### src/rtl/controller_sysid_reader_pkg.sv
// Shared types and constants for the system-ID / timestamp reader.
package controller_sysid_reader_pkg;

    typedef enum logic [2:0] {
        IDLE    = 3'd0,
        ID_REQ  = 3'd1,
        ID_WAIT = 3'd2,
        TS_REQ  = 3'd3,
        TS_WAIT = 3'd4,
        FINISH  = 3'd5
    } state_t;

    localparam logic ADDR_ID = 1'b0;
    localparam logic ADDR_TS = 1'b1;

endpackage

### src/rtl/controller_sysid_reader_timer.sv
// Per-attempt cycle counter plus retry counter for one word read.
module controller_sysid_reader_timer #(
    parameter int TIMEOUT_CYCLES = 255,
    parameter int MAX_RETRIES    = 3
) (
    input  logic clock,
    input  logic reset,
    input  logic clear,
    input  logic enable,
    input  logic retry_clear,
    input  logic retry_inc,
    output logic expire,
    output logic retry_exhausted
);

    localparam int CW = (TIMEOUT_CYCLES < 2) ? 1 : $clog2(TIMEOUT_CYCLES + 1);
    localparam int RW = (MAX_RETRIES < 2) ? 1 : $clog2(MAX_RETRIES + 1);
    localparam logic [CW-1:0] TERM_CNT  = CW'(TIMEOUT_CYCLES - 1);
    localparam logic [RW-1:0] RETRY_MAX = RW'(MAX_RETRIES);

    logic [CW-1:0] cycle_cnt;
    logic [RW-1:0] retry_cnt;

    always_ff @(posedge clock) begin
        if (reset)
            cycle_cnt <= '0;
        else if (clear)
            cycle_cnt <= '0;
        else if (enable)
            cycle_cnt <= cycle_cnt + 1'b1;
    end

    always_ff @(posedge clock) begin
        if (reset)
            retry_cnt <= '0;
        else if (retry_clear)
            retry_cnt <= '0;
        else if (retry_inc)
            retry_cnt <= retry_cnt + 1'b1;
    end

    assign expire          = enable && (cycle_cnt == TERM_CNT);
    assign retry_exhausted = (retry_cnt >= RETRY_MAX);

endmodule

### src/rtl/controller_sysid_reader.sv
// Reads the ID and timestamp words over Avalon-MM and compares them against
// the expected build values, with per-word timeout and retry.
//
// state   | meaning
// IDLE    | waiting for start
// ID_REQ  | read request for word 0 (ID) held until accepted
// ID_WAIT | ID request accepted, waiting for readdatavalid
// TS_REQ  | read request for word 1 (timestamp) held until accepted
// TS_WAIT | timestamp request accepted, waiting for readdatavalid
// FINISH  | one-cycle done pulse
module controller_sysid_reader
    import controller_sysid_reader_pkg::*;
#(
    parameter logic [31:0] EXPECTED_ID    = 32'd49153,
    parameter logic [31:0] EXPECTED_TS    = 32'd1532492830,
    parameter int          TIMEOUT_CYCLES = 255,
    parameter int          MAX_RETRIES    = 3
) (
    input  logic        clock,
    input  logic        reset,
    input  logic        start,
    output logic        avm_address,
    output logic        avm_read,
    input  logic        avm_waitrequest,
    input  logic        avm_readdatavalid,
    input  logic [31:0] avm_readdata,
    output logic        busy,
    output logic        done,
    output logic        id_ok,
    output logic        ts_ok,
    output logic        timeout_err,
    output logic [31:0] id_value,
    output logic [31:0] ts_value
);

    state_t state, state_nxt;

    logic timer_clear, timer_en, retry_clear, retry_inc;
    logic expire, retry_exhausted;
    logic start_acc, id_capture, ts_capture, attempt_fail, give_up;

    controller_sysid_reader_timer #(
        .TIMEOUT_CYCLES (TIMEOUT_CYCLES),
        .MAX_RETRIES    (MAX_RETRIES)
    ) u_timer (
        .clock           (clock),
        .reset           (reset),
        .clear           (timer_clear),
        .enable          (timer_en),
        .retry_clear     (retry_clear),
        .retry_inc       (retry_inc),
        .expire          (expire),
        .retry_exhausted (retry_exhausted)
    );

    always_ff @(posedge clock) begin
        if (reset)
            state <= IDLE;
        else
            state <= state_nxt;
    end

    // Data beats a simultaneous timeout; timeout beats a same-cycle accept.
    always_comb begin
        state_nxt = state;
        case (state)
            IDLE:    if (start) state_nxt = ID_REQ;
            ID_REQ:  if (expire) state_nxt = retry_exhausted ? FINISH : ID_REQ;
                     else if (!avm_waitrequest) state_nxt = ID_WAIT;
            ID_WAIT: if (avm_readdatavalid) state_nxt = TS_REQ;
                     else if (expire) state_nxt = retry_exhausted ? FINISH : ID_REQ;
            TS_REQ:  if (expire) state_nxt = retry_exhausted ? FINISH : TS_REQ;
                     else if (!avm_waitrequest) state_nxt = TS_WAIT;
            TS_WAIT: if (avm_readdatavalid) state_nxt = FINISH;
                     else if (expire) state_nxt = retry_exhausted ? FINISH : TS_REQ;
            FINISH:  state_nxt = IDLE;
            default: state_nxt = IDLE;
        endcase
    end

    always_comb begin
        avm_read     = 1'b0;
        avm_address  = ADDR_ID;
        busy         = (state != IDLE);
        done         = (state == FINISH);
        timer_en     = (state == ID_REQ) || (state == ID_WAIT) ||
                       (state == TS_REQ) || (state == TS_WAIT);
        start_acc    = (state == IDLE) && start;
        id_capture   = (state == ID_WAIT) && avm_readdatavalid;
        ts_capture   = (state == TS_WAIT) && avm_readdatavalid;
        attempt_fail = expire && !id_capture && !ts_capture;
        retry_inc    = attempt_fail && !retry_exhausted;
        give_up      = attempt_fail && retry_exhausted;
        retry_clear  = start_acc || id_capture;
        timer_clear  = start_acc || id_capture || retry_inc;
        if (state == ID_REQ) begin
            avm_read    = 1'b1;
            avm_address = ADDR_ID;
        end else if (state == TS_REQ) begin
            avm_read    = 1'b1;
            avm_address = ADDR_TS;
        end
    end

    always_ff @(posedge clock) begin
        if (reset || start_acc) begin
            id_ok       <= 1'b0;
            ts_ok       <= 1'b0;
            timeout_err <= 1'b0;
            id_value    <= '0;
            ts_value    <= '0;
        end else begin
            if (id_capture) begin
                id_value <= avm_readdata;
                id_ok    <= (avm_readdata == EXPECTED_ID);
            end
            if (ts_capture) begin
                ts_value <= avm_readdata;
                ts_ok    <= (avm_readdata == EXPECTED_TS);
            end
            if (give_up)
                timeout_err <= 1'b1;
        end
    end

endmodule

### config.mk
export PLATFORM = sky130hd
export DESIGN_NAME = controller_sysid_reader
export DESIGN_NICKNAME = d
export VERILOG_FILES = /design/src/rtl/controller_sysid_reader_pkg.sv /design/src/rtl/controller_sysid_reader_timer.sv /design/src/rtl/controller_sysid_reader.sv
export SDC_FILE = /design/constraint.sdc
export NUM_CORES = 1
export LEC_CHECK = 0
export ABC_AREA = 1
export BUFFER_PORTS_ARGS = -buffer_cell sky130_fd_sc_hd__buf_2
export CAP_MARGIN = 30
export CORE_ASPECT_RATIO = 1.25
export CORE_MARGIN = 1
export CORE_UTILIZATION = 54
export DETAILED_ROUTE_END_ITERATION = 6
export PLACE_DENSITY = 0.84
export SLEW_MARGIN = 20
export SYNTH_ARGS = -nofsm -noshare
export SYNTH_HDL_FRONTEND = slang
export SYNTH_SLANG_ARGS = --single-unit
### constraint.sdc
create_clock -name clock -period 3.2 [get_ports clock]
set_input_delay 0.16 -clock clock [delete_from_list [all_inputs] [get_ports clock]]
set_output_delay 0.16 -clock clock [all_outputs]
set_load 0.1 [all_outputs]
==> summary.md <==
| Metric | Value |
|---|---|
| Setup Buffers After CTS | 0 |
| Final WL | 8160 um |
| CTS Hold Bufs | 0 |
| Overflow after GRT | 0 |
| I/O Buffers | 107 |
| Post-synthesis sequential area ratio | a little under half |
| #FFs+latches synth | 80 |
| Syn Inst Count | 435 |
| Setup CP Type | register to register |
| Post-layout total power | 2.48 mW |
| Placed Instances | 605 |
| Die width | between 70 and 80 um |
| Total Die Area | between 0.006 and 0.007 mm2 |
| Post-DP HPWL | 5930 um |
| PostCTS Resize Cnt | 0 |
| Mean post-synth cell area | ~7.7 um2 |
| DR vias | between 3,000 and 4,000 |
| First-pass DRT Iterations | 4 |
| Setup Total Neg Slack | 0 ps |
| Critical Path RT | 3470 ps |
| Final setup fails | 0 |
| Layout Skew | between 6 and 7 ps |
| Synth warn | 0 |
| Max incr delay on CP | around 700 ps |
| Worst-Skew Late Latency | between 300 and 400 ps |
| Lkg Pwr | ~2.0 nW |
| Multi-input combinational cell area | 0.00146 mm2 |
| Post-Layout Cell Count | 621 |
| Slew Limit Fails | 0 |
| Syn nets | approximately 480 |
| Worst path cell trace | nand4_4 -> inv_2 -> o21ai_0 -> a21oi_1 |
| Routed WL per cell | roughly 13 um |
| Top-area cell type share of the netlist area | between 40% and 50% |
| Antenna Nets Post-Route | 0 |
| RSZ-0062 raised after global routing | false |
| Vias/cell | just over 5 |
| Design Area, Final | about 0.0041 mm2 |
| Total of max-cap violations | 0 |
| Worst IR Drop VDD | 0.000374 V |
| Period utilization | about 64% |
| Cell Area, Placed | ~0.0039 mm2 |
| Total Routing Usage GR | between 20% and 30% |
| Setup ws final | 1160 ps |
| Cell taking the most area after synthesis | dfxtp_1 |
| Pin count of the biggest net entering global routing | 55 |
| Slew HR | 46.6% |
| Final net count | 575 |
| Worst slack, placed | 925 ps |
| Netlist cell types | 28 |
| Clock root cell | clkbuf_8 |
| Growth of design area from synthesis to finish | 22.6% |
| CP Data Arrival Time | between 2000 and 2500 ps |
| H-tree Lvls | 3 |
| Final GP Congestion | 0.874 |
| Synth area leaders | dfxtp_1 48%, a21oi_1 11%, nand2_1 9.6%, o21ai_0 6.6%, inv_1 4.6% |
| HP Class | input pin to register |
| Diodes inserted | 0 |
| Max FO, Critical Path | 53 |
| Num CTS Buffers | 9 |
| Highest-delay cell along the critical path | inv_2 |
| CTS tree | done |
| Clk pin slew, worst setup/hold paths | ~80 ps |
| CP bufs+invs | 1 |
| Vias in the first global route | ~3,000 |
| FMAX | ~0.49 GHz |
| WHS | 38.2 ps |
| Hold Vio Cnt, Final | 0 |
| Die span in y | ~90 um |
| Core area | between 0.005 and 0.006 mm2 |
| IO Pins | 108 |
| Antenna violations before repair | 0 |
| Critical path's top delay family | buffers and inverters |
| Core Util, Final | a little under 70% |
| Remaining DRCs | 0 |
| Layout cell share with drive strength beyond 1 | 26.3% |
| Initial Utilization | a little under three fifths |
| Iteration-0 DRC Markers | ~200 |
| Crit end category | register |
| Pwr Density | 606 mW/mm2 |
| Outcome | complete, no violations |
| Setup slack, reg-to-reg | between 1000 and 1500 ps |
| Num Clock Sinks | 80 |
| Slew @ Worst Pin | roughly 800 ps |
| Synthesized cell area | 0.00335 mm2 |
| Num rows | 31 |
| Startpoint Class | register |
| Fillcell total | slightly below 500 |
| Register area | 0.00160 mm2 |
| Min Tclk post-route | 2040 ps |
| First-pass GRT wire length | about 14,000 um |
| CTS Buffer Depth | 2 |
## where the power goes
| group | switching [mW] | internal (mW) |
|---|---|---|
| Sequential | 0.0339 | 1.03 |
| Combinational | 0.504 | 0.125 |
| Clock | 0.354 | 0.437 |
| Total | 0.892 | 1.59 |
## layer usage
layer / wire [um] / global-route usage, % / part of all wire (%)
met1: 3380 / 32.2 / 41
met2: 4030 / 42.8 / 49
met3: 580 / 8.86 / 7.1
met4: 160 / 9.80 / 2.0
met5: 0 / 0 / 0
## final cells by class
type | instances | area share, %
Sequential cell | 80 | 39.0
Multi-Input combinational cell | 290 | 35.6
Timing Repair Buffer | 108 | 13.4
Inverter | 46 | 4.33
Clock buffer | 10 | 3.11
Tap cell | 82 | 2.50
Clock inverter | 5 | 1.98
## sequential cells by signal, summed over array words and instances (netlist names)
register,count
state,3
ts_value,32
id_ok,1
ts_ok,1
u_timer.retry_cnt,2
id_value,32
u_timer.cycle_cnt,8
timeout_err,1
## synth_stat cells, drive strengths merged
| cell type | instances |
|---|---|
| nor3b | 1 |
| buf | 19 |
| nand4 | 11 |
| a21oi | 72 |
| inv | 46 |
| nor2 | 34 |
| nor4 | 1 |
| o211ai | 1 |
| xor2 | 2 |
| xnor2 | 3 |
| nand3b | 1 |
| nand2 | 94 |
| ha | 3 |
| o21ai | 45 |
| nor3 | 9 |
| nand3 | 13 |
| dfxtp | 80 |
## cell families after synthesis
kind of cell / count (synthesis) / share of synthesized area, %
XOR/XNOR: 5 / 1.31
AO/OA/AOI/OAI: 118 / 18.0
adder cells (fa/ha/maj): 3 / 1.12
buffers and inverters: 65 / 8.49
AND/OR/NAND/NOR: 164 / 23.3
flip-flops: 80 / 47.9
## path summary, 6_finish.rpt
kind	startpoint	depth (start not counted)	to
hold reg to reg	ts_value[28]$_SDFFE_PP0P_	2	ts_value[28]$_SDFFE_PP0P_
setup / recovery	state[1]$_SDFFE_PP0P_	4	id_value[13]$_SDFFE_PP0P_
hold / removal	reset	2	state[1]$_SDFFE_PP0P_
setup reg to reg	state[1]$_SDFFE_PP0P_	4	id_value[13]$_SDFFE_PP0P_
## placed cells by master (no fill, tap or decap), drive strengths merged
| master | instances |
|---|---|
| buf | 108 |
| nand2 | 94 |
| dfxtp | 80 |
| a21oi | 72 |
| inv | 47 |
| o21ai | 45 |
| nor2 | 34 |
| nand3 | 13 |
| nand4 | 11 |
| clkbuf | 10 |
| nor3 | 9 |
| xnor2 | 3 |
| ha | 3 |
| xor2 | 2 |
| bufinv | 2 |
| o211ai | 1 |
| nor4 | 1 |
| nand3b | 1 |
| nor3b | 1 |
| clkinvlp | 1 |
| clkinv | 1 |
(Power assumes the default switching activity.)
